==> src/rtl/gbe64_rst_sequencer.sv <==
// Frame-safe reset sequencer for the 64-bit 10GbE TX path: drains the in-flight
// frame, pulses the core reset, waits for link recovery, then re-enables TX.
module gbe64_rst_sequencer #(
  parameter int unsigned RST_CYCLES     = 16,
  parameter int unsigned DRAIN_TIMEOUT  = 1024,
  parameter int unsigned HOLDOFF_CYCLES = 256,
  parameter int unsigned CNT_W          = 16
) (
  input  logic        user_clk,
  input  logic        user_rst,
  input  logic [31:0] sw_reg,
  input  logic        tx_valid_in,
  input  logic        tx_eof_in,
  input  logic        link_up,
  output logic        tx_valid_out,
  output logic        tx_eof_out,
  output logic        gbe_rst,
  output logic        busy,
  output logic [31:0] status
);

  localparam int unsigned RST_W   = (RST_CYCLES > 1) ? $clog2(RST_CYCLES) : 1;
  localparam int unsigned DRAIN_W = (DRAIN_TIMEOUT > 1) ? $clog2(DRAIN_TIMEOUT) : 1;
  localparam int unsigned HOLD_W  = (HOLDOFF_CYCLES > 1) ? $clog2(HOLDOFF_CYCLES) : 1;

  localparam logic [RST_W-1:0]   RST_LAST   = RST_W'(RST_CYCLES - 1);
  localparam logic [DRAIN_W-1:0] DRAIN_LAST = DRAIN_W'(DRAIN_TIMEOUT - 1);
  localparam logic [HOLD_W-1:0]  HOLD_LAST  = HOLD_W'(HOLDOFF_CYCLES - 1);
  localparam logic [CNT_W-1:0]   COUNT_MAX  = {CNT_W{1'b1}};

  typedef enum logic [1:0] {
    S_IDLE    = 2'd0,
    S_DRAIN   = 2'd1,
    S_RESET   = 2'd2,
    S_HOLDOFF = 2'd3
  } state_t;

  state_t             state;
  state_t             state_next;
  logic               prev_bit0;
  logic               rst_seen;
  logic               in_frame;
  logic               drain_to;
  logic [RST_W-1:0]   rst_cnt;
  logic [DRAIN_W-1:0] drain_cnt;
  logic [HOLD_W-1:0]  hold_cnt;
  logic [CNT_W-1:0]   rst_count;

  logic req_c;
  logic allow_c;
  logic drain_to_c;
  logic unused_sw;

  assign unused_sw = ^sw_reg[31:2];

  // A bit0 level present when reset releases is masked for one cycle so it is not seen as an edge
  assign req_c = (sw_reg[0] & ~prev_bit0 & ~rst_seen) | sw_reg[1];

  // Next-state and TX gate
  always_comb begin
    state_next = state;
    allow_c    = 1'b0;
    drain_to_c = 1'b0;
    unique case (state)
      S_IDLE: begin
        allow_c = 1'b1;
        if (req_c) state_next = S_DRAIN;
      end
      S_DRAIN: begin
        allow_c = in_frame;
        if (!in_frame || (tx_valid_in && tx_eof_in)) begin
          state_next = S_RESET;
        end else if (drain_cnt == DRAIN_LAST) begin
          state_next = S_RESET;
          drain_to_c = 1'b1;
        end
      end
      S_RESET: begin
        if ((rst_cnt == RST_LAST) && !sw_reg[1]) state_next = S_HOLDOFF;
      end
      S_HOLDOFF: begin
        if (!in_frame && (link_up || (hold_cnt == HOLD_LAST))) state_next = S_IDLE;
      end
    endcase
  end

  always_ff @(posedge user_clk) begin
    if (user_rst) state <= S_IDLE;
    else          state <= state_next;
  end

  // Counters, flags and the registered core reset
  always_ff @(posedge user_clk) begin
    if (user_rst) begin
      prev_bit0 <= 1'b0;
      rst_seen  <= 1'b1;
      in_frame  <= 1'b0;
      drain_to  <= 1'b0;
      gbe_rst   <= 1'b0;
      rst_cnt   <= '0;
      drain_cnt <= '0;
      hold_cnt  <= '0;
      rst_count <= '0;
    end else begin
      prev_bit0 <= sw_reg[0];
      rst_seen  <= 1'b0;
      if (tx_valid_in) in_frame <= ~tx_eof_in;
      gbe_rst <= (state_next == S_RESET);

      if (state != S_DRAIN)          drain_cnt <= '0;
      else if (drain_cnt != DRAIN_LAST) drain_cnt <= drain_cnt + DRAIN_W'(1);

      if (state != S_RESET)          rst_cnt <= '0;
      else if (rst_cnt != RST_LAST)  rst_cnt <= rst_cnt + RST_W'(1);

      if (state != S_HOLDOFF)        hold_cnt <= '0;
      else if (hold_cnt != HOLD_LAST) hold_cnt <= hold_cnt + HOLD_W'(1);

      if (state == S_IDLE && state_next == S_DRAIN) drain_to <= 1'b0;
      else if (drain_to_c)                          drain_to <= 1'b1;

      if (state != S_RESET && state_next == S_RESET && rst_count != COUNT_MAX)
        rst_count <= rst_count + CNT_W'(1);
    end
  end

  assign tx_valid_out = tx_valid_in & allow_c;
  assign tx_eof_out   = tx_eof_in & tx_valid_out;
  assign busy         = (state != S_IDLE);
  assign status       = {16'(rst_count), 13'd0, drain_to, 2'(state)};

endmodule

==> config.mk <==
export PLATFORM = sky130hd
export DESIGN_NAME = gbe64_rst_sequencer
export DESIGN_NICKNAME = d
export VERILOG_FILES = /design/src/rtl/gbe64_rst_sequencer.sv
export SDC_FILE = /design/constraint.sdc
export NUM_CORES = 1
export LEC_CHECK = 0
export ABC_CLOCK_PERIOD_IN_PS = 2000
export CORE_MARGIN = 5
export CORE_UTILIZATION = 41
export DETAILED_ROUTE_END_ITERATION = 12
export GPL_TIMING_DRIVEN = 0
export HOLD_SLACK_MARGIN = 0.03
export PLACE_DENSITY = 0.76
export RECOVER_POWER = 50
export SETUP_SLACK_MARGIN = 0.1
export SYNTH_ARGS = -nofsm -noshare
export SYNTH_HDL_FRONTEND = slang
export SYNTH_SLANG_ARGS = --single-unit
==> constraint.sdc <==
create_clock -name user_clk -period 2 [get_ports user_clk]
set_input_delay 0.6 -clock user_clk [delete_from_list [all_inputs] [get_ports user_clk]]
set_output_delay 0.6 -clock user_clk [all_outputs]
set_load 0.005 [all_outputs]
# Yosys cells after proc, flatten, opt, wreduce, memory -nomap -nowiden
# Cells that the tools add are included.
[word_totals] out_inout_bits=36 register_bits=45 in_bits=37
[op_classes] reduce_logical=16 mux=11 bitwise=8 n_eq_ne=15 addsub=4
[op_table] operator="adder 16 x 1 -> 16 bit, second input constant" count=1
[op_table] operator="!= test 16 bit, second input constant" count=1
[op_table] operator="adder 10 x 1 -> 10 bit, second input constant" count=1
[op_table] operator="equality test 10 bit, second input constant" count=1
[op_table] operator="two-way mux 2 bit" count=5
[op_table] operator="!= test 10 bit, second input constant" count=1
[op_table] operator="adder 8 x 1 -> 8 bit, second input constant" count=1
[op_table] operator="equality test 8 bit, second input constant" count=1
[op_table] operator="!= test 8 bit, second input constant" count=1
[op_table] operator="case mux 2 bit (4 select lines)" count=1
[op_table] operator="OR reduction 2 bit" count=4
[op_table] operator="equality test 2 bit, second input constant" count=3
[op_table] operator="logical AND 1 bit" count=6
[op_table] operator="adder 4 x 1 -> 4 bit, second input constant" count=1
[op_table] operator="AND 1 bit" count=4
[op_table] operator="equality test 2 x 1 -> 1 bit, second input constant" count=2
[op_table] operator="equality test 4 bit, second input constant" count=1
[op_table] operator="two-way mux 1 bit" count=4
[op_table] operator="!= test 2 bit, second input constant" count=2
[op_table] operator="!= test 4 bit, second input constant" count=1
[op_table] operator="NOT 1 bit" count=3
[op_table] operator="zero test 1 bit" count=2
[op_table] operator="zero test 2 bit" count=1
[op_table] operator="logical OR 1 bit" count=2
[op_table] operator="4 further kinds" count=4

# Logic depth before layout (Yosys ltp)
[depth] ltp_word=9 ltp_mapped=7 mapped_depth_nobuf=6

# Least setup slack after synthesis
# No wires, ideal clock.
[synth_timing] kind="in2reg" from="in tx_eof_in" to="reg rst_count[10]" setup_time_ns=0.071 required_time_ns=1.929 t_arrival_ns=1.881 path_slack_ns=0.049 n_path_buf=1 stages=6 path_cell_list="a21bo_2 a31oi_4 or3_1 buf_2 or4_1 a21oi_1"
[synth_between] elab_chain_len=7
[synth_lines] item="start: declaration" line_no="13" text="input logic tx_eof_in,"
[synth_lines] item="logical AND 1 bit" line_no="71" text="if (!in_frame || (tx_valid_in && tx_eof_in)) begin"
[synth_lines] item="logical OR 1 bit" line_no="71"
[synth_lines] item="two-way mux 2 bit" line_no="71"
[synth_lines] item="case mux 2 bit (4 select lines)" line_no="64" text="unique case (state)"
[synth_lines] item="equality test 2 bit" line_no="122" text="if (state != S_RESET && state_next == S_RESET && rst_count != COUNT_MAX)"
[synth_lines] item="logical AND 1 bit (2 in series)" line_no="122"
[synth_lines] item="end signal: assignment" line_no="123" text="rst_count <= rst_count + CNT_W'(1);"
[synth_lines] item="end: declaration" line_no="47" text="logic [CNT_W-1:0] rst_count;"
# No other way between the ends.
# A chain may end at the register's enable or synchronous reset.

# Worst setup path in the final report
[layout_timing] from="reg drain_cnt[5]" to="reg rst_count[10]"
[layout_between] elab_chain_len=7
[layout_lines] item="start: declaration" line_no="45" text="logic [DRAIN_W-1:0] drain_cnt;"
[layout_lines] item="start signal: assignment" line_no="111" text="else if (drain_cnt != DRAIN_LAST) drain_cnt <= drain_cnt + DRAIN_W'(1);"
[layout_lines] item="equality test 10 bit" line_no="73" text="end else if (drain_cnt == DRAIN_LAST) begin"
[layout_lines] item="two-way mux 2 bit" line_no="73"
[layout_lines] item="two-way mux 2 bit" line_no="71"
[layout_lines] item="case mux 2 bit (4 select lines)" line_no="64"
[layout_lines] item="equality test 2 bit" line_no="122"
[layout_lines] item="logical AND 1 bit (2 in series)" line_no="122"
# No other way between the ends.

==> results.sh <==
export IMPL_status="finished clean"
export IMPL_grt_pass1_wl_um=8170
export IMPL_max_slew_margin_pct=64.2
export IMPL_hp_class="flop to flop"
export IMPL_area_growth_pct=31.2
export IMPL_finalCriticalPeriod_ns=1.90
export IMPL_route_met3_wl_um=271
export IMPL_p_per_area_nw_per_um2=601
export IMPL_worst_path_buf_inv=2
export IMPL_ys_warn_count=0
export IMPL_avgSynthCellArea_um2=8.75
export IMPL_syn_cell_area_um2=2190
export IMPL_setup_tns_ns=0
export IMPL_ant_nets=0
export IMPL_power_mw=1.72
export IMPL_synth_top_cell_area_share_pct=41.2
export IMPL_clk_path_buf_depth=2
export IMPL_num_vias=1911
export IMPL_wire_per_inst_um=13.0
export IMPL_grt_max_degree=14
export IMPL_end_kind="flop"
export IMPL_combPwrFrac_pct=10.8
export IMPL_seq_area_um2=933
export IMPL_ioPinCount=73
export IMPL_die_height_um=83.0
export IMPL_die_area_um2=6890
export IMPL_arrival_ns=2.14
export IMPL_tightest_slew_ns=0.533
export IMPL_core_area_um2=5140
export IMPL_path_class="flop to flop"
export IMPL_swShare_pct=23.1
export IMPL_final_cells=375
export IMPL_setup_viol=0
export IMPL_grt_pass1_vias=1824
export IMPL_synth_top_cell_by_area="dfxtp_1"
export IMPL_r2r_start="drain_cnt[5]"
export IMPL_initial_utilization_pct=42.6
export IMPL_rsz0062_at_grt="true"
export IMPL_post_route_period_util_pct=95.0
export IMPL_layout_commonest_cell="nor2_1"
export IMPL_synth_seq_area_share_pct=41.2
export IMPL_p_clk_share_pct=35.4
export IMPL_r2r_end="rst_count[10]"
export IMPL_internal_power_mw=1.32
export IMPL_drt_iter0_markers=72
export IMPL_critPathMaxFanout=7
export IMPL_min_to="drain_cnt[6]"
export IMPL_clock_latency_ns=0.30
export IMPL_synthSimpleGateAreaFrac_pct=28.0
export IMPL_cts_tree="yes"
export IMPL_ff2ff_path_depth=7
export IMPL_drc=0
export IMPL_met1_length_um=2110
export IMPL_p_seq_share_pct=53.8
export IMPL_dr_wl_met2_um=2400
export IMPL_layout_common_cells="nor2_1, dfxtp_1, clkdlybuf4s50_1, dfxtp_2, buf_4"
export IMPL_path_cells="and4_1 > buf_6 > a31oi_4 > or3_1 > buf_6 > or4_4 > a21oi_2"
export IMPL_netlist_cell_type_count=42
export IMPL_synth_compound_area_share_pct=9.44
export IMPL_slowest_delay_ns=0.47
export IMPL_h_tree_depth=2
export IMPL_multiInputGateArea_um2=1230
export IMPL_path_clk_slew_ns=0.09
export IMPL_cts_root_buf="clkbuf_8"
export IMPL_syn_inst=250
export IMPL_ir_drop_uv=468
export IMPL_hold_violations=0
export IMPL_synthXorXnorAreaFrac_pct=9.21
export IMPL_gp_routability_congestion=0.844
export IMPL_grt_overflow_total=0
export IMPL_dpl_cell_count=361
export IMPL_synthAdderAreaFrac_pct=2.29
export IMPL_place_area_um2=2620
export IMPL_finalClockSkew_ns=0.0104
export IMPL_p_switching_mw=0.399
export IMPL_p_leak_nw=1.08
export IMPL_start_kind="flop"
export IMPL_cts_made_buffers=5
export IMPL_antenna_found_initial=0
export IMPL_r2r_slack_ns=0.10
export IMPL_layout_drive_gt1_share_pct=24.3
export IMPL_hold_start="drain_cnt[6]"
export IMPL_routed_wl_um=4870
export IMPL_synthMuxAreaShare_pct=2.29
export IMPL_cts_sinks=45
export IMPL_synth_seq_cells=45
export IMPL_cp_required_ns=2.24
export IMPL_crit_family="simple AND/OR/NAND/NOR gates"
export IMPL_fill_cells=486
export IMPL_via_per_inst=5.10
export IMPL_place_hpwl_um=3360
export IMPL_nNetsFinal=345
export IMPL_routed_top_layer="met4"
export IMPL_cp_common_cell="buf_6"
export IMPL_synth_area_leaders="dfxtp_1, xnor2_1, nor2_1, buf_4, nand4_1"
export IMPL_min_delay_path_depth=1
export IMPL_floorplan_rows=26
export IMPL_grt_usage_pct=14.1
export IMPL_drv_slew=0
export IMPL_max_cap_violations=0
export IMPL_drt_first_pass_iters=4
export IMPL_postLayoutCellArea_um2=2870
export IMPL_crit_slowest_cell="or4_4"
export IMPL_synth_top_family_by_area="simple AND/OR/NAND/NOR gates"
export IMPL_insertedDiodeCount=0
export IMPL_hold_buffers=0
export IMPL_die_x_um=83.0
export IMPL_port_buffers=29
export IMPL_fmax_mhz=527
## layer usage
layer	vias up	GRT usage (%)
met1	888	16.0
met3	8	4.65
met2	52	24.6
met4	0	5.05
li1	963	-
met5	-	0
## logic make-up (layout without fill, tap and decap cells)
family / count (synthesis) / count (layout)
simple gates: 116 / 116
flops: 45 / 45
compound gates: 29 / 29
buf+inv: 27 / 70
xor+xnor: 23 / 23
mux: 5 / 5
fa+ha+maj: 4 / 4
other cells: 1 / 13
## what timing repair did
item / in CTS / in global routing
endpoints found under the setup margin: 23 / 20
setup buffers: 3 / 3
gates cloned: 0 / 0
resized for setup: 46 / 16
pin swaps: 3 / 3
## stage by stage
| stage | worst slack (ns) | hold WS [ns] | utilization [%] |
|---|---|---|---|
| 6_report | 0.101 | 0.498 | 55.8 |
| 5_1_grt | 0.0293 | 0.521 | 55.8 |
| 4_1_cts | 0.0340 | 0.488 | 55.3 |
| 3_5_place_dp | -0.563 | 0.490 | 51.0 |
| 3_3_place_gp | -0.522 | 0.483 | 51.0 |
| 2_1_floorplan | 0.102 | 0.465 | - |
## worst register-to-register path, delay by kind of cell, from the launching register on
kind            cells  cell delay (ns)
simple gates        3             1.01
flops               1             0.35
compound gates      2             0.22
buf+inv             2             0.26
## synth_stat cells (all sizes together)
master and count:
inv 2, clkbuf 6, o31ai 1, nand3b 2, a211oi 4, and3b 1, o211a 1, a31oi 4
nor3b 3, or3b 1, o41ai 1, nand2b 4, a311oi 1, and3 7, ha 4, nor2b 2
a21oi 11, a21bo 1, o21ai 4, nand2 11, or2 1, and2 3, nand3 12, nor4 5
mux2i 5, a2111oi 1, nor3 9, or4 1, xnor2 17, nand4 10, dfxtp 45, nor4b 2
and4 3, xor2 6, and4b 1, conb 1, or3 3, buf 19, nor2 35
## how the worst max path moves through the flow
stage                          to  cells past startpoint         start
floorplan           rst_count[10]                      6     tx_eof_in
global placement       tx_eof_out                      4   tx_valid_in
detailed placement     tx_eof_out                      4   tx_valid_in
CTS                    tx_eof_out                      4   tx_valid_in
global route         rst_count[7]                      7  rst_count[0]
finish              rst_count[10]                      7  drain_cnt[5]
## flip-flops by register name, summed over array words and instances (netlist names)
register   count
rst_seen       1
in_frame       1
gbe_rst        1
prev_bit0      1
hold_cnt       8
drain_cnt     10
drain_to       1
state          2
rst_count     16
rst_cnt        4
## power groups by stage
| stage | logic [mW] | registers [mW] | clock network [mW] |
|---|---|---|---|
| floorplan | 0.102 | 0.945 | 0 |
| global placement | 0.169 | 0.946 | 0 |
| detailed placement | 0.171 | 0.946 | 0 |
| CTS | 0.186 | 0.926 | 0.627 |
| global route | 0.206 | 0.930 | 0.664 |
| finish | 0.187 | 0.927 | 0.611 |
## final cells by class
class	instances	share of cell area (%)
clock inverters	1	0.174
flip-flops and latches	45	32.5
well taps	70	3.05
repair buffers	35	11.2
multi-input cells	190	42.8
clock buffers	7	3.36
inverters	2	0.262
plain buffers	25	6.58
No activity file was read; power rests on OpenSTA's default activity.
